$ cat src/rtl/fpu_arb_pkg.sv
// Shared types and helpers for the fpau share arbiter.
// The op-code width normally comes from fpu_params.h; a fallback keeps this slice standalone.
`ifndef FPU_OP_WIDTH
`define FPU_OP_WIDTH 4
`endif

package fpu_arb_pkg;

  typedef enum logic {
    IDLE  = 1'b0,
    ISSUE = 1'b1
  } state_t;

  localparam int TIMEOUT_DEF = 15;

  function automatic int clog2(input int n);
    for (int w = 1; w < 32; w++) begin
      if ((1 << w) >= n) return w;
    end
    return 32;
  endfunction

endpackage

$ cat src/rtl/fpu_rr_pick.sv
// Combinational round-robin picker: first set request at or after ptr, wrapping.
module fpu_rr_pick
  import fpu_arb_pkg::*;
#(
  parameter int N  = 2,
  parameter int PW = clog2(N)
) (
  input  logic [N-1:0]  req,
  input  logic [PW-1:0] ptr,
  output logic [N-1:0]  gnt,
  output logic [PW-1:0] idx,
  output logic          found
);

  logic [PW-1:0] cand;

  // Scan from the far end so the smallest offset wins.
  always_comb begin
    gnt   = '0;
    idx   = '0;
    found = 1'b0;
    cand  = '0;
    for (int off = N - 1; off >= 0; off--) begin
      cand = PW'((int'(ptr) + off) % N);
      if (req[cand]) begin
        found = 1'b1;
        idx   = cand;
      end
    end
    if (found) gnt[idx] = 1'b1;
  end

endmodule

$ cat src/rtl/fpu_share_arbiter.sv
// Round-robin sharing of one fpau between N_REQ requesters,
// with latched operands, registered response and an ISSUE watchdog.
module fpu_share_arbiter
  import fpu_arb_pkg::*;
#(
  parameter int N_REQ   = 2,
  parameter int OP_W    = `FPU_OP_WIDTH,
  parameter int TIMEOUT = TIMEOUT_DEF
) (
  input  logic                  clk,
  input  logic                  rst,
  input  logic [N_REQ-1:0]      req_valid,
  output logic [N_REQ-1:0]      req_ready,
  input  logic [N_REQ*OP_W-1:0] req_op,
  input  logic [N_REQ*32-1:0]   req_x1,
  input  logic [N_REQ*32-1:0]   req_x2,
  output logic [N_REQ-1:0]      rsp_valid,
  output logic [31:0]           rsp_y32,
  output logic                  rsp_y1,
  output logic                  rsp_err,
  output logic [OP_W-1:0]       fpu_op,
  output logic [31:0]           fpu_x1,
  output logic [31:0]           fpu_x2,
  output logic                  fpu_ready,
  input  logic                  fpu_valid,
  input  logic [31:0]           fpu_y32,
  input  logic                  fpu_y1
);

  localparam int PW = clog2(N_REQ);
  localparam int WW = clog2(TIMEOUT);

  state_t state_q, state_d;

  logic [PW-1:0]    ptr_q;
  logic [PW-1:0]    owner_q;
  logic [OP_W-1:0]  op_q;
  logic [31:0]      x1_q;
  logic [31:0]      x2_q;
  logic [WW-1:0]    wd_q;

  logic [N_REQ-1:0] pick_gnt;
  logic [PW-1:0]    pick_idx;
  logic             pick_found;

  logic [OP_W-1:0]  sel_op;
  logic [31:0]      sel_x1;
  logic [31:0]      sel_x2;

  logic             grant;
  logic             done;
  logic             expired;

  fpu_rr_pick #(
    .N  (N_REQ),
    .PW (PW)
  ) u_pick (
    .req   (req_valid),
    .ptr   (ptr_q),
    .gnt   (pick_gnt),
    .idx   (pick_idx),
    .found (pick_found)
  );

  always_comb begin
    sel_op = '0;
    sel_x1 = '0;
    sel_x2 = '0;
    for (int i = 0; i < N_REQ; i++) begin
      if (pick_idx == PW'(i)) begin
        sel_op = req_op[i*OP_W +: OP_W];
        sel_x1 = req_x1[i*32 +: 32];
        sel_x2 = req_x2[i*32 +: 32];
      end
    end
  end

  assign expired = (wd_q == WW'(TIMEOUT - 1));

  always_ff @(posedge clk) begin
    if (rst) state_q <= IDLE;
    else     state_q <= state_d;
  end

  always_comb begin
    state_d = state_q;
    unique case (state_q)
      IDLE:  if (pick_found) state_d = ISSUE;
      ISSUE: if (fpu_valid || expired) state_d = IDLE;
      default: state_d = IDLE;
    endcase
  end

  // Gated by rst so the handshakes drop in the reset cycle itself.
  always_comb begin
    req_ready = '0;
    fpu_ready = 1'b0;
    grant     = 1'b0;
    done      = 1'b0;
    if (!rst) begin
      unique case (state_q)
        IDLE: begin
          grant     = pick_found;
          req_ready = pick_gnt;
        end
        ISSUE: begin
          fpu_ready = 1'b1;
          done      = fpu_valid || expired;
        end
        default: ;
      endcase
    end
  end

  always_ff @(posedge clk) begin
    if (rst) begin
      ptr_q     <= '0;
      owner_q   <= '0;
      op_q      <= '0;
      x1_q      <= '0;
      x2_q      <= '0;
      wd_q      <= '0;
      rsp_valid <= '0;
      rsp_y32   <= '0;
      rsp_y1    <= 1'b0;
      rsp_err   <= 1'b0;
    end else begin
      if (grant) begin
        owner_q <= pick_idx;
        ptr_q   <= (pick_idx == PW'(N_REQ - 1)) ? '0 : pick_idx + 1'b1;
        op_q    <= sel_op;
        x1_q    <= sel_x1;
        x2_q    <= sel_x2;
        wd_q    <= '0;
      end else if (fpu_ready && !done) begin
        wd_q <= wd_q + 1'b1;
      end
      rsp_valid <= '0;
      if (done) begin
        rsp_valid[owner_q] <= 1'b1;
        rsp_y32 <= fpu_valid ? fpu_y32 : '0;
        rsp_y1  <= fpu_valid & fpu_y1;
        rsp_err <= !fpu_valid;
      end
    end
  end

  assign fpu_op = op_q;
  assign fpu_x1 = x1_q;
  assign fpu_x2 = x2_q;

endmodule

$ cat config.mk
export PLATFORM = sky130hd
export DESIGN_NAME = fpu_share_arbiter
export DESIGN_NICKNAME = d
export VERILOG_FILES = /design/src/rtl/fpu_arb_pkg.sv /design/src/rtl/fpu_rr_pick.sv /design/src/rtl/fpu_share_arbiter.sv
export SDC_FILE = /design/constraint.sdc
export NUM_CORES = 1
export LEC_CHECK = 0
export CAP_MARGIN = 5
export CELL_PAD_IN_SITES_DETAIL_PLACEMENT = 0
export CELL_PAD_IN_SITES_GLOBAL_PLACEMENT = 1
export CORE_MARGIN = 2
export CORE_UTILIZATION = 26
export DETAILED_ROUTE_END_ITERATION = 8
export GPL_TIMING_DRIVEN = 0
export PLACE_DENSITY_LB_ADDON = 0.08
export SETUP_SLACK_MARGIN = 0.05
export SLEW_MARGIN = 20
export SYNTH_ARGS = -nofsm -noshare
export SYNTH_HDL_FRONTEND = slang
export SYNTH_SLANG_ARGS = --single-unit
$ cat constraint.sdc
create_clock -name clk -period 2 [get_ports clk]
set_input_delay 0.6 -clock clk [delete_from_list [all_inputs] [get_ports clk]]
set_output_delay 0.6 -clock clk [all_outputs]
set_load 0.005 [all_outputs]
# Word-level counts from Yosys, hierarchy flattened
# Cells that the tools add are included.
[totals]
regBits = 111
output_inout_bits = 107
word_cells = 61
[classes]
n_addsub = 3
magnitude_cmp = 6
eq_ne = 1
mux = 29
n_bitwise = 3
reduce_logical = 8
[ops]
columns = ["cell", "count"]
rows = [
  ["$mux W32", 3],
  ["$mux W1", 19],
  ["$lt A1 B2 Y1 const B", 4],
  ["$mux W2", 3],
  ["$add A4 B1 Y4 const B", 1],
  ["$eq A4 B4 Y1 const B", 1],
  ["$mux W4", 1],
  ["$reduce_or A2 Y1", 2],
  ["$logic_and A1 B1 Y1", 3],
  ["$add A1 B1 Y1 const B", 2],
  ["$demux W1 S1", 2],
  ["$ge A1 B1 Y1 const B", 2],
  ["$logic_not A1 Y1", 2],
  ["$not A1 Y1", 2],
  ["$pmux W1 S2", 1],
  ["$and A1 B1 Y1", 1],
  ["$logic_or A1 B1 Y1", 1],
]

# Depth between registers and ports, before layout
# Gate-level depths: netlist of the first run.
[logic_depth]
ltp_word = 12
mapped_depth = 7
depth_no_buf = 5

# Modules after synthesis
# From an unflattened synthesis of the first run, not the netlist that was laid out.
[hier_totals]
hier_cells = 432
hier_area_um2 = 4446.8
[modules_own_cells]
columns = ["module", "instances", "cells_each", "area_per_inst_um2"]
rows = [
  ["fpu_share_arbiter", 1, 427, 4414.2],
  ["fpu_rr_pick", 1, 5, 32.5],
]

# Least setup slack after synthesis of the first run
# Ideal clock, no wire load.
[synth_timing]
path_kind = "input -> output"
startpoint = "in req_valid[1]"
endpoint = "out req_ready[0]"
arrival_time_ns = 1.380
required_ns = 1.400
slack_ns = 0.020
stages = 4
n_path_buf = 2
path_cell_list = "buf_2 -> a211oi_4 -> buf_4 -> and2_1"
[synth_between]
elab_chain_len = 11
[synth_lines]
columns = ["element", "line_no", "text"]
rows = [
  ["start: declaration", "fpu_share_arbiter.sv:12", "input logic [N_REQ-1:0] req_valid,"],
  ["$mux W1 (implied by the code) (2 in a row)", "fpu_rr_pick.sv:25", "if (req[cand]) begin"],
  ["$mux W1 (2 in a row)", "fpu_rr_pick.sv:25", ""],
  ["$lt A1 B2 Y1 (implied by the code) / $ge A1 B1 Y1 (equally long branches)", "fpu_rr_pick.sv:30", "if (found) gnt[idx] = 1'b1;"],
  ["$logic_and A1 B1 Y1 (implied by the code)", "fpu_rr_pick.sv:30", ""],
  ["$mux W1 (implied by the code)", "fpu_rr_pick.sv:30", ""],
  ["$demux W1 S1", "-", ""],
  ["$mux W2 *", "fpu_rr_pick.sv:30", ""],
  ["$mux W2 *", "fpu_share_arbiter.sv:101", "unique case (state_q)"],
  ["$mux W2 *", "fpu_share_arbiter.sv:100", "if (!rst) begin"],
  ["end: declaration", "fpu_share_arbiter.sv:13", "output logic [N_REQ-1:0] req_ready,"],
]
# Every way passes the cells marked *; elsewhere a longest branch is shown, timed or not. The select of a mux whose other input is x is not followed.

# Final worst setup path of the first run
# Ends and elaborated chain as after synthesis.

==> flow_summary.toml, run 1 <==
[global_route]
grt_usage = 0.202
overflow = 0
grt_use_met1 = 0.245
grt.met3_usage = 0.0723
top_usage_layer = "met2"
grt_start_max_net_pins = 20
antenna_found_initial = 1
grt_pass1_vias = 5341
grt_pass1_wl_um = 28900
grt_use_met2 = 0.334

[clocking]
cts_tree = "yes"
clock-sinks = 111
cts-root-buf = "clkbuf_16"
cts.path.max_buffers = 2
cts_made_buffers = 9
cts_hold_buf = 0
path_clk_slew_ns = 0.08
clk_latency_ns = 0.36
htree_levels = 3

[power_and_ir_drop]
power.density_nw_per_um2 = 661
vdd_drop_max_mv = 0.389
power.leakage_uw = 0.00279
p_total_uw = 5330

[worst_setup_path]
crit_path_max_fanout = 9
crit_path_start_kind = "primary input"
worstPathRequired_ns = 1.40
crit_type = "primary input to output pin"
path_cells = "buf_4 -> a211oi_4 -> buf_6 -> and2_4 -> buf_6"
slowest_stage = "a211oi_4"
crit_top_cell = "buf_6"
cp_top_family = "buffers and inverters"
max_stage_delay_ns = 0.28
cp_num_buf_inv = 3
worstSetupEndpointType = "output pin"
worstPathArrival_ns = 1.43

[logic_synthesis]
synthesis.nets = 695
yosys.cell_types.count = 34
synthCells = 519
ys_warn_count = 0
ys_ff_latch = 111
syn-cell-area_um2 = 4550
async_reset_ff_frac = 0
ys.flop_type = "dfxtp_1"
syn_area_per_cell_um2 = 8.76
ys_seq_area_frac = 0.489
synth_edf_count = 0

[placed_design]
place_ws_ns = -1.26
portBuffers = 278
placed_cell_area_um2 = 7620
place_congestion = 0.807
place_hpwl_um = 14100

[detailed_routing]
vias = 5415
routed_wl_um = 19200
post-route-drc-count = 0
ant_nets = 0
dr.first_iter.drc_count = 237
firstDrtPassIters = 5
post_drt_wl_per_cell_um = 18.2
routed_via_density = 5.15

[run_status]
violations = "negative setup slack"
status = "finished with violations"

[finish]
nets = 997
layout_common_cells = "clkdlybuf4s50_1, dfxtp_1, nand3_1"
mostFrequentLayoutCell = "clkdlybuf4s50_1"
drive_gt1_frac = 0.0873
final_cell_area_um2 = 8060
area_growth_syn_to_layout_pct = 77.1

[floorplanning]
die_area_um2 = 18600
row_count = 48
pin_count = 281
dieHeight_um = 136
core-area_um2 = 17200
start_util = 0.265
die_w_um = 136

[sta]
layout_min_cycle_time_ns = 2.03
layout_setup_ws_ns = -0.0301
worstMarginPinSlew_ns = 0.570
fmax_mhz = 493
skew_ns = 0.00698
finalSetupViolCount = 1
slew_headroom = 0.620
hold_violations = 0
whs_ns = 0.458
drv_slew = 0
min_period_over_period = 1.02
rsz0062_at_grt = "yes"

[job]
maxCapViolations = 0

[worst_hold_path]
hp-class = "flop to flop"
==> where the power goes <==
group          switching (uW)  internal (uW)
clock                     894            858
combinational             508            677
sequential               61.8           2330
total                    1460           3860
==> what timing repair did <==
action                                  4_1_cts  5_1_grt
cloned                                        0        0
endpoints found under the setup margin       43        3
gates resized for setup                      31        9
setup buffers                                 8        6
pin swaps                                     2        2
==> synthesized netlist by cell type, drive strengths merged, types with 2 or more instances <==
cell / number / area share
a21oi: 5 / 0.0063
nand2: 46 / 0.038
nand4: 68 / 0.094
a31oi: 69 / 0.095
nand2b: 2 / 0.0033
a21o: 2 / 0.0033
dfxtp: 111 / 0.49
o21ai: 25 / 0.028
and2: 3 / 0.0041
clkbuf: 32 / 0.026
buf: 31 / 0.036
and3: 2 / 0.0028
a211oi: 2 / 0.0061
inv: 3 / 0.0025
nand3: 72 / 0.079
nor2: 2 / 0.0033
ha: 2 / 0.0055
a22o: 33 / 0.064
==> flip-flops by register name (all words and copies together), names as in the netlist <==
signal	count
rsp_y1	1
fpu_x2	32
rsp_valid	2
owner_q	1
fpu_x1	32
state_q	1
rsp_err	1
ptr_q	1
wd_q	4
rsp_y32	32
fpu_op	4
==> worst reg2reg max path, cell delays in order, from the launching register on <==
cell and delay, ns:
dfxtp_1 0.37, inv_1 0.08, ha_1 0.23, a31o_2 0.29
a21oi_2 0.32, buf_2 0.29, a22o_1 0.18
==> final timing paths <==
kind | from | end | slack [ns] | cells after the start
hold / removal | owner_q | rsp_valid[0] | 0.46 | 1
hold reg to reg | owner_q | rsp_valid[0] | 0.46 | 1
setup / recovery | req_valid[1] | req_ready[0] | -0.03 | 5
setup reg to reg | wd_q[0] | rsp_y32[15] | 0.19 | 6
==> logic make-up (layout without fill, tap and decap cells) <==
kind of cell	Yosys count	count (layout)	synth area share
DFF	111	111	0.489
adders and majority gates	2	2	0.00550
buffers and inverters	66	372	0.0647
and+or+nand+nor	198	198	0.228
other	0	1	0
AOI/OAI and AO/OA	141	141	0.211
muxes	1	1	0.00220
==> metal layers <==
metal / share of wire / vias up / routed length (um)
met4: 0.016 / 0 / 312
li1: - / 2582 / -
met1: 0.41 / 2569 / 7760
met2: 0.48 / 242 / 9240
met3: 0.096 / 22 / 1840
met5: 0 / - / 0
==> final cells by class <==
class                      count  area (um^2)
fill                        1692         9120
timing repair buffer         292         2890
sequential                   111         2220
multi-input combinational    342         2050
buffer                        62          313
tap                          225          282
clock buffer                   9          225
clock inverter                 6         50.0
inverter                       3         13.8
antenna                        1         2.50
==> stage by stage <==
step | std cells | util | setup TNS, ns
2_1_floorplan | 519 | - | 0
3_3_place_gp | 1022 | 0.443 | -34.98
3_5_place_dp | 1022 | 0.443 | -39.34
4_1_cts | 1045 | 0.465 | -0.0962
5_1_grt | 1050 | 0.469 | -0.0846
6_report | 1051 | 0.469 | -0.0301
Note: power is estimated with default switching activity, not from simulation.
==> inputs of run 2 (changes only) <==
Settings changed: PLACE_DENSITY_LB_ADDON 0.08 to 0.25, SKIP_LAST_GASP set to 1.
==> run 2 against run 1 <==
Against the previous run: the flow now finishes without violations; routed wire length increased by 0.79%; global-route usage increased by 0.057 points; non-clock buffer count is 6 lower; highest routed layer unchanged; first-iteration DRC count is 12% lower; critical path depth unchanged; clock-buffer cell count grew 5; combinational power is essentially flat; power is 1.0% lower; final area fell by 0.68%; sequential power is essentially flat; hold slack improved by 0.023 ns.
==> flow_summary.toml, run 2 (synthesis results as in run 1) <==
[finish]
area_growth_syn_to_layout_pct = 75.9
antenna_cells = 0
layout_common_cells = "clkdlybuf4s50_1, dfxtp_1, nand3_1"
mostFrequentLayoutCell = "clkdlybuf4s50_1"
drive_gt1_frac = 0.0768
finalNonFillerCells = 1045
nets = 991

[global_route]
grt_pass1_vias = 5448
overflow = 0
antenna_found_initial = 0
grt_pass1_wl_um = 29100
grt_start_max_net_pins = 17
grt_usage = 0.202

[detailed_routing]
post_drt_wl_per_cell_um = 18.5
highest_layer = "met4"
ant_nets = 0
wl_met1_um = 7690
firstDrtPassIters = 5
vias = 5434
dr.first_iter.drc_count = 209
post-route-drc-count = 0
wl_met2_um = 9220
routed_wl_um = 19300
dr_wl_met3_um = 1940
routed_via_density = 5.20

[worst_setup_path]
startpoint = "rst"
slowest_stage = "a211oi_4"
crit_type = "primary input to output pin"
worstPathArrival_ns = 1.35
worstReg2RegStart = "wd_q[0]"
r2r.worst_path.cells = 6
r2r_slack_ns = 0.21
max_stage_delay_ns = 0.24
path_cells = "buf_4 -> a211oi_4 -> buf_6 -> and2_4 -> buf_6"
worstSetupPathDepth = 5
crit_path_max_fanout = 4
cp_top_family = "buffers and inverters"
cp_num_buf_inv = 3
worstPathRequired_ns = 1.40
crit_path_start_kind = "primary input"
crit_top_cell = "buf_6"
worstSetupEndpointType = "output pin"

[placed_design]
place_congestion = 0.796
place_ws_ns = -1.27
place_inst = 1022
portBuffers = 278
place_hpwl_um = 14500

[run_status]
status = "finished clean"

[sta]
layout_setup_ws_ns = 0.0465
worstMarginPinSlew_ns = 0.589
finalSetupViolCount = 0
layout_min_cycle_time_ns = 1.95
whs_ns = 0.481
rsz0062_at_grt = "yes"
slew_headroom = 0.607
min_period_over_period = 0.977
drv_slew = 0
fmax_mhz = 512
hold_violations = 0
skew_ns = 0.00622

[job]
maxCapViolations = 0

[power_and_ir_drop]
vdd_drop_max_mv = 0.363
power.leakage_uw = 0.00276
power.density_nw_per_um2 = 659
p_total_uw = 5270

[clocking]
htree_levels = 3
cts.path.max_buffers = 2
cts-root-buf = "clkbuf_16"
cts_made_buffers = 9
clock-sinks = 111
clk_latency_ns = 0.35
cts_tree = "yes"
path_clk_slew_ns = 0.07

[floorplanning]
die_area_um2 = 18600
dieHeight_um = 136
pin_count = 281
row_count = 48
start_util = 0.265
core-area_um2 = 17200
die_w_um = 136

[worst_hold_path]
hold_start = "fpu_x2[21]"
hp-class = "flop to flop"
whs_path_depth = 2
[run 2: changes by cell type in the layout (fill, tap and decap cells not counted), sizes merged]
cell / change
clkbuf: +5
inv: -4
diode: -1
buf: -6
clkinvlp: -1
clkinv: +1
[run 2: report_power, final]
group          internal, uW  switching [uW]  leakage [uW]  total (uW)
Clock                   886             823      0.000127        1710
Sequential             2330            66.6      0.000906        2390
Combinational           665             502       0.00172        1170
Total                  3880            1390       0.00276        5270
[run 2: routing by layer]
metal,vias to the layer above,global-route usage
met1,2556,0.240
met3,30,0.0638
li1,2568,-
met2,280,0.338
met4,0,0.0816
met5,-,0
[run 2: path summary, 6_finish.rpt]
| check | end |
|---|---|
| max | req_ready[0] |
| max reg2reg | rsp_y32[4] |
| min reg2reg | fpu_x2[21] |
| min | fpu_x2[21] |
[run 2: what timing repair did]
action / CTS / global route
pin swaps: 2 / 0
buffers inserted: 8 / 0
cloned: 0 / 0
hold buffers: 0 / 0
gates resized for setup: 36 / 1
endpoints found under the setup margin: 58 / 2
[run 2: area by class of cell]
| cell class | instances | area [um^2] |
|---|---|---|
| sequential | 111 | 2230 |
| buffer | 62 | 318 |
| tap | 225 | 282 |
| inverter | 3 | 11.3 |
| multi-input combinational | 342 | 2050 |
| clock inverter | 2 | 16.3 |
| clock buffer | 14 | 254 |
| timing repair buffer | 286 | 2840 |
| fill | 1690 | 9180 |
[run 2: tightest hold or removal path: cells and delay by family (launching register included)]
kind | cells | cell delay [ns]
flops | 1 | 0.31
simple gates | 1 | 0.05
compound gates | 1 | 0.07
[run 2: metrics by stage]
step / utilization / setup TNS (ns) / area [um^2]
after CTS: 0.466 / 0 / 8010
after global placement: 0.443 / -38.97 / 7620
after global routing: 0.466 / -0.00375 / 8000
after floorplan: - / 0 / 4550
after detailed placement: 0.443 / -41.18 / 7620
final: 0.466 / 0 / 8000
